`src/rtl/ysyx_idu_pkg.sv`:
```
// Shared decode definitions for the IDU stage: op-class codes, RV32 opcodes,
// immediate formats and skid-buffer state codes.
package ysyx_idu_pkg;

    typedef enum logic [3:0] {
        OP_LUI    = 4'd0,
        OP_AUIPC  = 4'd1,
        OP_JAL    = 4'd2,
        OP_JALR   = 4'd3,
        OP_BRANCH = 4'd4,
        OP_LOAD   = 4'd5,
        OP_STORE  = 4'd6,
        OP_OPIMM  = 4'd7,
        OP_OP     = 4'd8,
        OP_FENCE  = 4'd9,
        OP_SYSTEM = 4'd10,
        OP_ILL    = 4'd11
    } op_class_e;

    typedef enum logic [2:0] {
        IMM_I,
        IMM_S,
        IMM_B,
        IMM_U,
        IMM_J,
        IMM_Z
    } imm_fmt_e;

    localparam logic [6:0] OPC_LUI    = 7'b0110111;
    localparam logic [6:0] OPC_AUIPC  = 7'b0010111;
    localparam logic [6:0] OPC_JAL    = 7'b1101111;
    localparam logic [6:0] OPC_JALR   = 7'b1100111;
    localparam logic [6:0] OPC_BRANCH = 7'b1100011;
    localparam logic [6:0] OPC_LOAD   = 7'b0000011;
    localparam logic [6:0] OPC_STORE  = 7'b0100011;
    localparam logic [6:0] OPC_OPIMM  = 7'b0010011;
    localparam logic [6:0] OPC_OP     = 7'b0110011;
    localparam logic [6:0] OPC_FENCE  = 7'b0001111;
    localparam logic [6:0] OPC_SYSTEM = 7'b1110011;

    localparam logic [6:0] F7_BASE   = 7'h00;
    localparam logic [6:0] F7_ALT    = 7'h20;
    localparam logic [6:0] F7_MULDIV = 7'h01;

    localparam logic [1:0] ST_EMPTY = 2'd0;
    localparam logic [1:0] ST_ONE   = 2'd1;
    localparam logic [1:0] ST_FULL  = 2'd2;

    // All immediates sign-extend from inst[31]; B/J are halfword offsets.
    function automatic logic [31:0] gen_imm(input imm_fmt_e fmt, input logic [31:0] inst);
        logic [31:0] imm;
        case (fmt)
            IMM_I:   imm = {{20{inst[31]}}, inst[31:20]};
            IMM_S:   imm = {{20{inst[31]}}, inst[31:25], inst[11:7]};
            IMM_B:   imm = {{19{inst[31]}}, inst[31], inst[7], inst[30:25], inst[11:8], 1'b0};
            IMM_U:   imm = {inst[31:12], 12'b0};
            IMM_J:   imm = {{11{inst[31]}}, inst[31], inst[19:12], inst[20], inst[30:21], 1'b0};
            default: imm = '0;
        endcase
        return imm;
    endfunction

endpackage

```
`src/rtl/ysyx_idu_decoder.sv`:
```
// Combinational RV32I decoder. Define YSYX_IDU_RVM_EN to accept the
// M-extension (funct7=0x01 on OP) instead of flagging it illegal.
module ysyx_idu_decoder
    import ysyx_idu_pkg::*;
#(
    parameter int DATA_W = 32
) (
    input  logic [DATA_W-1:0] inst_i,
    output logic [3:0]        op_o,
    output logic [4:0]        rd_o,
    output logic [4:0]        rs1_o,
    output logic [4:0]        rs2_o,
    output logic [DATA_W-1:0] imm_o,
    output logic              wen_o,
    output logic              muldiv_o,
    output logic              illegal_o
);

    logic [6:0] opcode;
    logic [6:0] funct7;
    logic [2:0] funct3;
    op_class_e  cls;
    imm_fmt_e   fmt;
    logic       writes;
    logic       is_muldiv;
    logic       legal_op;
    logic       legal_shift;

    assign opcode = inst_i[6:0];
    assign funct3 = inst_i[14:12];
    assign funct7 = inst_i[31:25];

    always_comb begin
        is_muldiv = 1'b0;
`ifdef YSYX_IDU_RVM_EN
        is_muldiv = (funct7 == F7_MULDIV);
`endif
        legal_op = (funct7 == F7_BASE)
                 || ((funct7 == F7_ALT) && ((funct3 == 3'b000) || (funct3 == 3'b101)))
                 || is_muldiv;
    end

    // Only the shift encodings of OP-IMM constrain funct7.
    always_comb begin
        case (funct3)
            3'b001:  legal_shift = (funct7 == F7_BASE);
            3'b101:  legal_shift = (funct7 == F7_BASE) || (funct7 == F7_ALT);
            default: legal_shift = 1'b1;
        endcase
    end

    always_comb begin
        cls    = OP_ILL;
        fmt    = IMM_Z;
        writes = 1'b0;
        if (inst_i[1:0] == 2'b11) begin
            case (opcode)
                OPC_LUI:    begin cls = OP_LUI;    fmt = IMM_U; writes = 1'b1; end
                OPC_AUIPC:  begin cls = OP_AUIPC;  fmt = IMM_U; writes = 1'b1; end
                OPC_JAL:    begin cls = OP_JAL;    fmt = IMM_J; writes = 1'b1; end
                OPC_JALR:   begin cls = OP_JALR;   fmt = IMM_I; writes = 1'b1; end
                OPC_BRANCH: begin cls = OP_BRANCH; fmt = IMM_B; end
                OPC_LOAD:   begin cls = OP_LOAD;   fmt = IMM_I; writes = 1'b1; end
                OPC_STORE:  begin cls = OP_STORE;  fmt = IMM_S; end
                OPC_OPIMM: begin
                    if (legal_shift) begin
                        cls    = OP_OPIMM;
                        fmt    = IMM_I;
                        writes = 1'b1;
                    end
                end
                OPC_OP: begin
                    if (legal_op) begin
                        cls    = OP_OP;
                        writes = 1'b1;
                    end
                end
                OPC_FENCE:  cls = OP_FENCE;
                OPC_SYSTEM: begin cls = OP_SYSTEM; fmt = IMM_I; writes = 1'b1; end
                default: ;
            endcase
        end
    end

    assign op_o      = cls;
    assign rd_o      = inst_i[11:7];
    assign rs1_o     = inst_i[19:15];
    assign rs2_o     = inst_i[24:20];
    assign imm_o     = DATA_W'(gen_imm(fmt, inst_i[31:0]));
    assign wen_o     = writes && (inst_i[11:7] != 5'd0);
    assign illegal_o = (cls == OP_ILL);
`ifdef YSYX_IDU_RVM_EN
    assign muldiv_o  = (cls == OP_OP) && is_muldiv;
`else
    assign muldiv_o  = 1'b0;
`endif

endmodule

```
`src/rtl/ysyx_idu_stage.sv`:
```
// Decode stage: decodes at enqueue into a 2-entry registered skid buffer.
// Honours YSYX_IDU_RVM_EN through the decoder.
module ysyx_idu_stage
    import ysyx_idu_pkg::*;
#(
    parameter int ADDR_W = 32,
    parameter int DATA_W = 32
) (
    input  logic              clk,
    input  logic              rst,
    input  logic              prev_valid,
    output logic              ready_o,
    input  logic [DATA_W-1:0] inst_i,
    input  logic [ADDR_W-1:0] pc_i,
    input  logic              flush,
    input  logic              next_ready,
    output logic              valid_o,
    output logic [ADDR_W-1:0] pc_o,
    output logic [DATA_W-1:0] inst_o,
    output logic [3:0]        op_o,
    output logic [2:0]        funct3_o,
    output logic              alt_o,
    output logic [4:0]        rd_o,
    output logic [4:0]        rs1_o,
    output logic [4:0]        rs2_o,
    output logic [DATA_W-1:0] imm_o,
    output logic              wen_o,
    output logic              muldiv_o,
    output logic              illegal_o
);

    localparam int ENTRY_W = ADDR_W + 2 * DATA_W + 26;

    logic [1:0]         state_q, state_d;
    logic [ENTRY_W-1:0] e0_q, e0_d;
    logic [ENTRY_W-1:0] e1_q, e1_d;
    logic [ENTRY_W-1:0] new_entry;
    logic               push;
    logic               pop;

    logic [3:0]         dec_op;
    logic [4:0]         dec_rd;
    logic [4:0]         dec_rs1;
    logic [4:0]         dec_rs2;
    logic [DATA_W-1:0]  dec_imm;
    logic               dec_wen;
    logic               dec_muldiv;
    logic               dec_illegal;

    ysyx_idu_decoder #(
        .DATA_W (DATA_W)
    ) u_decoder (
        .inst_i    (inst_i),
        .op_o      (dec_op),
        .rd_o      (dec_rd),
        .rs1_o     (dec_rs1),
        .rs2_o     (dec_rs2),
        .imm_o     (dec_imm),
        .wen_o     (dec_wen),
        .muldiv_o  (dec_muldiv),
        .illegal_o (dec_illegal)
    );

    assign new_entry = {pc_i, inst_i, dec_op, inst_i[14:12], inst_i[30],
                        dec_rd, dec_rs1, dec_rs2, dec_imm,
                        dec_wen, dec_muldiv, dec_illegal};

    // Handshake depends only on registered state, breaking the next_ready path.
    assign ready_o = (state_q != ST_FULL);
    assign valid_o = (state_q != ST_EMPTY);
    assign push    = prev_valid && ready_o && !flush;
    assign pop     = valid_o && next_ready;

    always_comb begin
        state_d = state_q;
        e0_d    = e0_q;
        e1_d    = e1_q;
        if (flush) begin
            state_d = ST_EMPTY;
        end else begin
            case (state_q)
                ST_EMPTY: begin
                    if (push) begin
                        e0_d    = new_entry;
                        state_d = ST_ONE;
                    end
                end
                ST_ONE: begin
                    if (push && pop) begin
                        e0_d = new_entry;
                    end else if (push) begin
                        e1_d    = new_entry;
                        state_d = ST_FULL;
                    end else if (pop) begin
                        state_d = ST_EMPTY;
                    end
                end
                ST_FULL: begin
                    if (pop) begin
                        e0_d    = e1_q;
                        state_d = ST_ONE;
                    end
                end
                default: state_d = ST_EMPTY;
            endcase
        end
    end

    always_ff @(posedge clk or posedge rst) begin
        if (rst) begin
            state_q <= ST_EMPTY;
            e0_q    <= '0;
            e1_q    <= '0;
        end else begin
            state_q <= state_d;
            e0_q    <= e0_d;
            e1_q    <= e1_d;
        end
    end

    assign {pc_o, inst_o, op_o, funct3_o, alt_o, rd_o, rs1_o, rs2_o,
            imm_o, wen_o, muldiv_o, illegal_o} = e0_q;

endmodule

```
`config.mk`:
```
export PLATFORM = sky130hd
export DESIGN_NAME = ysyx_idu_stage
export DESIGN_NICKNAME = d
export VERILOG_FILES = /design/src/rtl/ysyx_idu_pkg.sv /design/src/rtl/ysyx_idu_decoder.sv /design/src/rtl/ysyx_idu_stage.sv
export SDC_FILE = /design/constraint.sdc
export NUM_CORES = 1
export LEC_CHECK = 0
export ABC_AREA = 1
export CORE_MARGIN = 2
export CORE_UTILIZATION = 47
export CTS_BUF_LIST = sky130_fd_sc_hd__clkbuf_8 sky130_fd_sc_hd__clkbuf_16
export CTS_CLUSTER_DIAMETER = 50
export DETAILED_ROUTE_END_ITERATION = 6
export PLACE_DENSITY = 0.77
export SLEW_MARGIN = 20
export SYNTH_ARGS = -nofsm -noshare
export SYNTH_HDL_FRONTEND = slang
export SYNTH_SLANG_ARGS = --single-unit
```
`constraint.sdc`:
```
create_clock -name clk -period 6.4 [get_ports clk]
set_input_delay 1.28 -clock clk [delete_from_list [all_inputs] [get_ports clk]]
set_output_delay 1.28 -clock clk [all_outputs]
set_load 0.1 [all_outputs]
```
# Word level (Yosys, flattened, before mapping)
# Cells that the tools add are included.
# totals
ff_bits	245
output_inout_bits	124
input_bits	69
# op_classes
n_eq_ne	30
mux	24
n_bitwise	2
n_reduce_logical	23
# op_table
op	n
$mux 122	3
$pmux 122 s3	1
$pmux 32 s5	1
$pmux 4 s11	1
$eq 7x6->1 const B	4
$eq 7x7->1 const B	4
$pmux 3 s6	1
$eq 7x5->1 const B	2
$mux 2	7
$ne 3x3->1 const B	3
$mux 4	2
$ne 2x2->1 const B	4
$reduce_and 4->1	2
$eq 7x2->1 const B	1
$eq 7x4->1 const B	1
$logic_not 7->1	1
$eq 3x1->1 const B	2
$eq 3x2->1 const B	2
$eq 3x3->1 const B	2
$logic_and 1x1->1	6
$logic_not 3->1	2
$mux 3	2
$pmux 2 s3	1
$reduce_or 6->1	1
17 further kinds	23

# Longest topological paths before layout
# Gate-level depths: netlist of the first run.
# depth
ltp_word	10
ltp_mapped	14
mapped_depth_nobuf	13

# By module
# A second synthesis of the first run with hierarchy kept.
# unflattened
cells_unflattened	1606
area_unflattened_um2	12081.6
# by_module_without_submodules
mod	seq_area_each_um2	n_inst	area_per_inst_um2	cells_per_inst
ysyx_idu_stage	5955.7	1	11034.3	1400
ysyx_idu_decoder	0.0	1	1047.3	206

# Worst setup path before layout of the first run
# OpenSTA, ideal clock, no wires.
# synth_timing
path_kind	register to output
from	register state_q[1]
to	output ready_o
stages_incl_launch_ff	6
t_required_ns	5.120
path_slack_ns	3.183
t_arrival_ns	1.937
n_path_buf	2
path_cell_list	dfrtp_1 > inv_1 > nor2_1 > inv_2 > clkbuf_1 > clkbuf_1
# synth_via
elab_chain_cells	1
# synth_lines
item	line	rtl
start, declared	ysyx_idu_stage.sv:34	logic [1:0] state_q, state_d;
start signal, assigned	ysyx_idu_stage.sv:115	state_q <= state_d;
$ne 2x2->1	ysyx_idu_stage.sv:69	assign ready_o = (state_q != ST_FULL);
end, declared	ysyx_idu_stage.sv:12	output logic ready_o,
# Every way passes these cells.

# Worst setup path in the final report of the first run
# Same ends and word-level chain as after synthesis.

==> results.py, run 1 <==
metrics = {
    "clock_network": {
        "cts_setup_buffers": 0,
        "cts_sinks": 206,
        "clockBufferDepth": 3,
        "hold_buffers": 0,
        "clock_latency_ns": 0.51,
        "tritoncts": "built",
        "ctsHtreeMaxLevel": 1,
        "cts-root-buf": "clkbuf_16",
        "numCtsBuffers": 25,
        "cts.clk_slew.worst_paths_ns": 0.06,
        "post_cts_resized": 0,
    },
    "die": {
        "die_area_um2": 21900,
        "initial_utilization_pct": 48.0,
        "dieHeight_um": 148,
        "num_io_pins": 193,
        "die_x_um": 148,
        "core_area_um2": 20300,
        "row_count": 52,
    },
    "critical_path": {
        "crit_arrival_ns": 2.85,
        "cp-start-kind": "flop",
        "path_cells": "inv_1 -> nor2_4 -> clkinv_2 -> clkdlybuf4s50_1",
        "crit_fanout": 38,
        "slowest_stage": "clkdlybuf4s50_1",
        "path_class": "reg -> out",
        "cpPeakStageDelay_ns": 1.31,
        "end_kind": "output pin",
        "worstPathRequired_ns": 5.12,
    },
    "grt": {
        "grt_first_pass_wirelength_mm": 42.5,
        "grt.overflow.total": 0,
        "grt_pass1_vias": 8247,
        "grt_antenna_before_repair": 0,
        "grt_use_total_pct": 23.9,
        "grt_max_degree": 207,
    },
    "detailed_routing": {
        "via_per_inst": 5.17,
        "drt-initial-drc-count": 570,
        "ant_nets": 0,
        "vias": 8530,
        "routedWlPerCell_um": 15.8,
        "wirelength_mm": 26.0,
        "drc_errors": 0,
        "drt_first_pass_iters": 7,
    },
    "sta": {
        "fmax_mhz": 242,
        "setup_tns_ns": 0,
        "timing.final.crit_period_ns": 4.13,
        "skew_ns": 0.0112,
        "maxSlewHeadroom_pct": 29.2,
        "hold_viol_final": 0,
        "finalSetupViolations": 0,
        "drv_slew": 0,
        "timing.final.crit_share_pct": 64.5,
        "worstMarginPinSlew_ns": 1.06,
        "rsz0062_at_grt": "false",
    },
    "synthesis": {
        "synthCells": 1231,
        "synth_ff_type": "dfrtp_1",
        "synth.area.top_cells": "dfrtp_1, nand2_1, nor2_1, a31oi_1, o21ai_0",
        "synth_area_per_cell_um2": 7.91,
        "ys_seq_area_share_pct": 52.9,
        "yosys_warnings": 0,
        "synth_edf_count": 0,
        "synthTopCellsByCount": "nand2_1, dfrtp_1, nor2_1",
        "synth_cell_types": 32,
        "synth_most_common_cell": "nand2_1",
        "yosys.area.top_type": "dfrtp_1",
        "async_reset_ff_share_pct": 100,
        "synthesis.area_um2": 9740,
        "synth_top_area_share_pct": 52.9,
        "ys_seq_elements": 206,
        "syn-num-nets": 1300,
    },
    "placement": {
        "place.gp.congestion": 0.900,
        "portBuffers": 191,
        "place_hpwl_mm": 16.3,
        "dp_cells": 1606,
    },
    "cells_and_area": {
        "post-route-util_pct": 61.5,
        "antenna_cells": 0,
        "stdcell_count": 1650,
        "fillerInstances": 1759,
        "multi_input_area_um2": 3910,
        "drive_gt1_share_pct": 6.38,
        "area.growth.synth_to_final_pct": 28.1,
        "final_nets": 1433,
        "seq_area_um2": 5150,
    },
    "power_and_ir_drop": {
        "max-vdd-ir-drop_uv": 287,
        "power_density_nw_per_um2": 478,
        "p_leak_nw": 6.17,
        "power_mw": 5.96,
    },
    "flow_run": {
        "cap_violations": 0,
    },
    "hold_path": {
        "worstHoldPathType": "reg -> reg",
    },
    "status": {
        "status": "finished clean",
    },
}
[final timing paths]
path	to	from	depth (start not counted)	slack (ns)
min in group asynchronous	e0_q[73]$_DFFE_PP0P_	rst	3	1.21
min reg2reg	e1_q[85]$_DFFE_PP0P_	e1_q[85]$_DFFE_PP0P_	2	0.46
max in group asynchronous	e1_q[117]$_DFFE_PP0P_	rst	4	4.15
max	ready_o	state_q[1]$_DFFE_PP0P_	4	2.27
min	e1_q[85]$_DFFE_PP0P_	e1_q[85]$_DFFE_PP0P_	2	0.46
max reg2reg	e1_q[71]$_DFFE_PP0P_	state_q[0]$_DFFE_PP0P_	8	3.76
[stage by stage]
step	hold slack [ns]	setup WS [ns]	instance area (µm²)
after floorplan	0.437	2.45	9740
after global placement	0.449	2.57	11600
after detailed placement	0.454	2.45	11600
after CTS	0.468	2.26	12400
after global routing	0.493	2.20	12500
final	0.464	2.27	12500
[kinds of logic (layout without fill, tap and decap cells)]
family                 after synthesis  in the layout  synth area share (%)
AO/OA/AOI/OAI                      180            180                  10.5
buffers and inverters              148            297                  7.13
AND/OR/NAND/NOR                    696            696                  29.4
other                                1              1                0.0385
flip-flops                         206            206                  52.9
[state kept, by name (all words and copies together) (netlist names)]
signal and flops:
e1_q 102, e0_q 102, state_q 2
[power breakdown]
| group | internal, mW | switching, mW | leakage [nW] |
|---|---|---|---|
| Clock | 0.881 | 0.574 | 0.424 |
| Combinational | 0.582 | 2.06 | 3.19 |
| Sequential | 1.66 | 0.209 | 2.56 |
[layout by cell type, fill, tap and decap left out, types with 2 or more instances in the layout]
cell	instances
clkinv_2	5
a211oi_1	13
clkbuf_16	25
o21ai_0	48
nand3_4	2
clkinv_4	2
nand3_1	35
clkbuf_8	3
nor2_4	7
bufinv_16	3
inv_2	5
buf_4	6
inv_1	46
nand3_2	3
o311ai_0	2
a21oi_1	42
nor2_8	3
nand2_4	2
inv_6	4
nor2_2	6
dfrtp_1	206
o21ai_1	15
nor3_1	6
inv_8	2
nand4_1	3
nand2_2	5
nor2_1	120
clkinvlp_4	2
a31oi_1	58
nand3b_1	5
nand2_1	498
clkdlybuf4s50_1	191
[critical path: cells and delay by family, from the launching register on]
kind | cells | cell delay, ns
flip-flops | 1 | 0.40
buffers and inverters | 3 | 1.88
AND/OR/NAND/NOR | 1 | 0.05
[metal layers]
metal,vias up,global-route usage (%),wire (µm)
met5,-,0,0
li1,4180,-,-
met3,44,3.67,1710
met1,4022,33.4,11300
met4,0,7.29,630
met2,284,38.7,12400
[final cells by class]
| class | count | area share [%] |
|---|---|---|
| flip-flops and latches | 206 | 41.3 |
| multi-input cells | 877 | 31.3 |
| repair buffers | 199 | 16.1 |
| clock buffers | 28 | 5.35 |
| well taps | 270 | 2.71 |
| inverters | 55 | 1.74 |
| clock inverters | 15 | 1.49 |
(Power assumes the default switching activity.)
==> run 2, diff against run 1 <==
==> constraint.sdc (replaced) <==
create_clock -name clk -period 3.4 [get_ports clk]
set_input_delay 0.68 -clock clk [delete_from_list [all_inputs] [get_ports clk]]
set_output_delay 0.68 -clock clk [all_outputs]
set_load 0.1 [all_outputs]
==> results.py, run 2 (synthesized netlist as in run 1, its figures left out) <==
metrics = {
    "critical_path": {
        "crit_fanout": 3,
        "slowest_stage": "clkdlybuf4s50_1",
        "path_cells": "clkdlybuf4s50_1",
        "crit_arrival_ns": 2.05,
        "cp_num_buf_inv": 1,
        "cp-start-kind": "flop",
        "crit_family": "buffers and inverters",
        "path_class": "reg -> out",
        "end_kind": "output pin",
        "cpPeakStageDelay_ns": 1.15,
        "worstPathRequired_ns": 2.72,
    },
    "detailed_routing": {
        "vias": 8574,
        "drc_errors": 0,
        "via_per_inst": 5.14,
        "wirelength_mm": 25.9,
        "drt-initial-drc-count": 525,
        "drt_first_pass_iters": 5,
        "ant_nets": 0,
        "routedWlPerCell_um": 15.5,
    },
    "placement": {
        "place_hpwl_mm": 17.5,
        "portBuffers": 191,
        "place.gp.congestion": 0.949,
    },
    "clock_network": {
        "cts-root-buf": "clkbuf_16",
        "clock_latency_ns": 0.51,
        "clockBufferDepth": 3,
        "hold_buffers": 0,
        "ctsHtreeMaxLevel": 1,
        "numCtsBuffers": 24,
        "cts.clk_slew.worst_paths_ns": 0.06,
        "post_cts_resized": 0,
        "cts_sinks": 206,
        "tritoncts": "built",
        "cts_setup_buffers": 0,
    },
    "cells_and_area": {
        "reg.largest.list": "e0_q x102, e1_q x102, state_q x2",
        "final_common_cell": "nand2_1",
        "most-common-layout-cells": "nand2_1, dfrtp_1, nor2_1",
        "area.growth.synth_to_final_pct": 27.1,
        "final_nets": 1448,
        "drive_gt1_share_pct": 13.5,
        "antenna_cells": 0,
    },
    "sta": {
        "worstMarginPinSlew_ns": 1.00,
        "timing.final.crit_share_pct": 80.2,
        "hold_viol_final": 0,
        "finalSetupViolations": 0,
        "fmax_mhz": 367,
        "maxSlewHeadroom_pct": 33.2,
        "setup_tns_ns": 0,
        "rsz0062_at_grt": "false",
        "holdWs_ns": 0.470,
        "skew_ns": 0.00800,
        "timing.final.crit_period_ns": 2.73,
        "drv_slew": 0,
    },
    "grt": {
        "grt.overflow.total": 0,
        "grt_pass1_vias": 7920,
        "grt_first_pass_wirelength_mm": 41.6,
        "grt_antenna_before_repair": 0,
        "grt_use_total_pct": 23.3,
        "grt_max_degree": 86,
    },
    "die": {
        "row_count": 52,
        "num_io_pins": 193,
        "die_x_um": 148,
        "initial_utilization_pct": 48.0,
        "dieHeight_um": 148,
        "die_area_um2": 21900,
        "core_area_um2": 20300,
    },
    "hold_path": {
        "worstHoldPathType": "reg -> reg",
    },
    "power_and_ir_drop": {
        "power_density_nw_per_um2": 888,
        "max-vdd-ir-drop_uv": 562,
        "p_leak_nw": 6.36,
    },
    "status": {
        "status": "finished clean",
    },
    "flow_run": {
        "cap_violations": 0,
    },
}
==> run 2: path summary, 6_finish.rpt <==
kind	endpoint	slack, ns	startpoint	cells after the start
worst min-delay path	e1_q[99]$_DFFE_PP0P_	0.47	e1_q[99]$_DFFE_PP0P_	2
worst max-delay path	rs2_o[3]	0.67	e0_q[81]$_DFFE_PP0P_	1
worst min register to register	e1_q[99]$_DFFE_PP0P_	0.47	e1_q[99]$_DFFE_PP0P_	2
max in group asynchronous	e1_q[34]$_DFFE_PP0P_	2.03	rst	3
min in group asynchronous	e0_q[73]$_DFFE_PP0P_	0.62	rst	2
worst max register to register	e0_q[11]$_DFFE_PP0P_	1.40	state_q[1]$_DFFE_PP0P_	9
==> run 2: final cells by class <==
class,count,area (µm²)
Timing Repair Buffer,215,1940
Tap cell,270,338
Clock buffer,29,681
Clock inverter,15,134
Inverter,55,216
Sequential cell,206,5150
Fill cell,1785,7920
Multi-Input combinational cell,877,3910
==> run 2: report_power, final <==
group | switching (mW) | internal (mW)
logic | 3.88 | 1.02
clock network | 1.02 | 1.58
registers | 0.385 | 3.12
total | 5.28 | 5.71
==> run 2: stage by stage <==
stage	setup slack (ns)	power (mW)	instance area (µm²)	utilization [%]	cells
after floorplan	0.0477	7.40	9740	-	1231
after global placement	0.348	8.39	11600	57.0	1623
after detailed placement	0.292	8.46	11600	57.0	1623
after CTS	0.660	11.1	12400	61.0	1667
after global routing	0.527	11.4	12400	61.0	1667
final	0.673	11.0	12400	61.0	1667
==> run 2: layer usage <==
layer / track usage (%) / wire (µm) / vias up
li1: - / - / 4207
met1: 33.4 / 11500 / 4033
met2: 37.3 / 12100 / 293
met3: 3.61 / 1610 / 41
met4: 6.29 / 611 / 0
met5: 0 / 0 / -
==> run 2: worst min-delay path: cells and delay by family (launching register included) <==
family / cells / cell delay (ns)
flip-flops: 1 / 0.34
AND/OR/NAND/NOR: 2 / 0.09
==> run 3, diff against run 2 <==
==> constraint.sdc (replaced) <==
create_clock -name clk -period 2.45 [get_ports clk]
set_input_delay 0.49 -clock clk [delete_from_list [all_inputs] [get_ports clk]]
set_output_delay 0.49 -clock clk [all_outputs]
set_load 0.1 [all_outputs]
==> results.py, run 3 (synthesized netlist as in run 1, its figures left out) <==
metrics = {
    "critical_path": {
        "end_kind": "output pin",
        "cp-start-kind": "flop",
        "ff2ff_setup_slack_ns": 0.64,
        "r2r-start": "state_q[1]$_DFFE_PP0P_",
        "r2r_cells": 8,
        "reg2reg_to": "e0_q[0]$_DFFE_PP0P_",
        "crit_fanout": 24,
        "worstPathRequired_ns": 1.96,
        "crit_arrival_ns": 1.80,
        "path_class": "reg -> out",
    },
    "cells_and_area": {
        "final_common_cell": "nand2_1",
        "reg.largest.list": "e0_q x102, e1_q x102, state_q x2",
        "most-common-layout-cells": "nand2_1, dfrtp_1, buf_4",
        "post-route-util_pct": 62.3,
        "final_nets": 1478,
        "area.growth.synth_to_final_pct": 29.8,
        "stdcell_count": 1696,
        "fillerInstances": 1768,
        "drive_gt1_share_pct": 17.7,
        "antenna_cells": 0,
    },
    "detailed_routing": {
        "vias": 8652,
        "drc_errors": 0,
        "ant_nets": 0,
        "via_per_inst": 5.10,
        "wirelength_mm": 26.1,
        "drt_first_pass_iters": 6,
        "routedWlPerCell_um": 15.4,
        "drt-initial-drc-count": 564,
    },
    "power_and_ir_drop": {
        "internal_power_mw": 8.10,
        "pwr-share-comb_pct": 43.7,
        "sw_frac_of_total_pct": 47.7,
        "p_leak_nw": 6.56,
        "pwr-share-seq_pct": 31.5,
        "max-vdd-ir-drop_uv": 732,
        "p_clk_share_pct": 24.8,
        "power_density_nw_per_um2": 1230,
        "p_switching_mw": 7.40,
    },
    "die": {
        "num_io_pins": 193,
        "initial_utilization_pct": 48.0,
        "die_x_um": 148,
        "row_count": 52,
        "core_area_um2": 20300,
        "die_area_um2": 21900,
        "dieHeight_um": 148,
    },
    "sta": {
        "fin_ws_ns": 0.161,
        "rsz0062_at_grt": "false",
        "worstMarginPinSlew_ns": 0.794,
        "timing.final.crit_share_pct": 93.4,
        "fmax_mhz": 437,
        "timing.final.crit_period_ns": 2.29,
        "setup_tns_ns": 0,
        "skew_ns": 0.0120,
        "hold_viol_final": 0,
        "drv_slew": 0,
        "finalSetupViolations": 0,
        "maxSlewHeadroom_pct": 46.9,
    },
    "flow_run": {
        "cap_violations": 0,
    },
    "grt": {
        "grt_first_pass_wirelength_mm": 43.1,
        "grt_antenna_before_repair": 0,
        "grt_use_total_pct": 24.2,
        "grt_pass1_vias": 8393,
        "grt.overflow.total": 0,
        "grt_max_degree": 86,
    },
    "clock_network": {
        "ctsHtreeMaxLevel": 1,
        "cts.clk_slew.worst_paths_ns": 0.06,
        "cts-root-buf": "clkbuf_16",
        "cts_setup_buffers": 0,
        "clockBufferDepth": 3,
        "cts_sinks": 206,
        "hold_buffers": 0,
        "tritoncts": "built",
        "numCtsBuffers": 26,
        "clock_latency_ns": 0.52,
        "post_cts_resized": 0,
    },
    "placement": {
        "place.gp.congestion": 0.910,
        "portBuffers": 191,
        "place_hpwl_mm": 17.6,
        "place_ws_ns": -0.135,
        "dp_cells": 1651,
    },
    "status": {
        "status": "finished clean",
    },
    "hold_path": {
        "worstHoldPathType": "in -> async",
    },
}
-- run 3: power by group through the flow --
stage	clock, mW	combinational, mW	sequential (mW)
final	3.85	6.77	4.88
after global routing	4.06	7.08	5.00
after CTS	3.90	6.80	4.89
after detailed placement	0	6.79	4.94
after global placement	0	6.72	4.90
after floorplan	0	2.21	8.05
-- run 3: layout make-up --
class	count	area [µm²]	share of cell area (%)
multi-input combinational	877	3910	30.9
clock inverter	15	160	1.27
tap	270	338	2.67
sequential	206	5150	40.8
clock buffer	30	717	5.67
inverter	55	216	1.71
timing repair buffer	243	2140	17.0
-- run 3: how the worst max path moves through the flow --
| stage | start | end | slack, ns | cells after the start |
|---|---|---|---|---|
| after detailed placement | inst_i[0] | e1_q[25]$_DFFE_PP0P_ | -0.14 | 13 |
| final | state_q[1]$_DFFE_PP0P_ | ready_o | 0.16 | 4 |
| after floorplan | rst | e0_q[0]$_DFFE_PP0P_ | -0.71 | 1 |
| after CTS | state_q[1]$_DFFE_PP0P_ | ready_o | 0.13 | 4 |
| after global routing | state_q[1]$_DFFE_PP0P_ | ready_o | 0.04 | 4 |
| after global placement | inst_i[3] | e0_q[28]$_DFFE_PP0P_ | -0.05 | 9 |
-- run 3: metrics by stage --
stage	total power, mW	hold slack [ns]	cell area, µm²
floorplan	10.3	0.437	9740
global placement	11.6	0.451	11800
detailed placement	11.7	0.454	11800
CTS	15.6	0.333	12600
global route	16.1	0.342	12600
finish	15.5	0.323	12600
-- run 3: critical path: stages (launching register included) --
cell	delay, ns
dfrtp_1	0.38
inv_1	0.11
nor2_4	0.14
clkinv_2	0.33
buf_12	0.30
-- run 3: layer usage --
layer / vias to the layer above / track usage, % / wire, µm
met2: 286 / 38.8 / 12200
met3: 51 / 4.88 / 1840
met5: - / 0 / 0
met1: 4043 / 33.3 / 11400
met4: 0 / 7.48 / 692
li1: 4272 / - / -
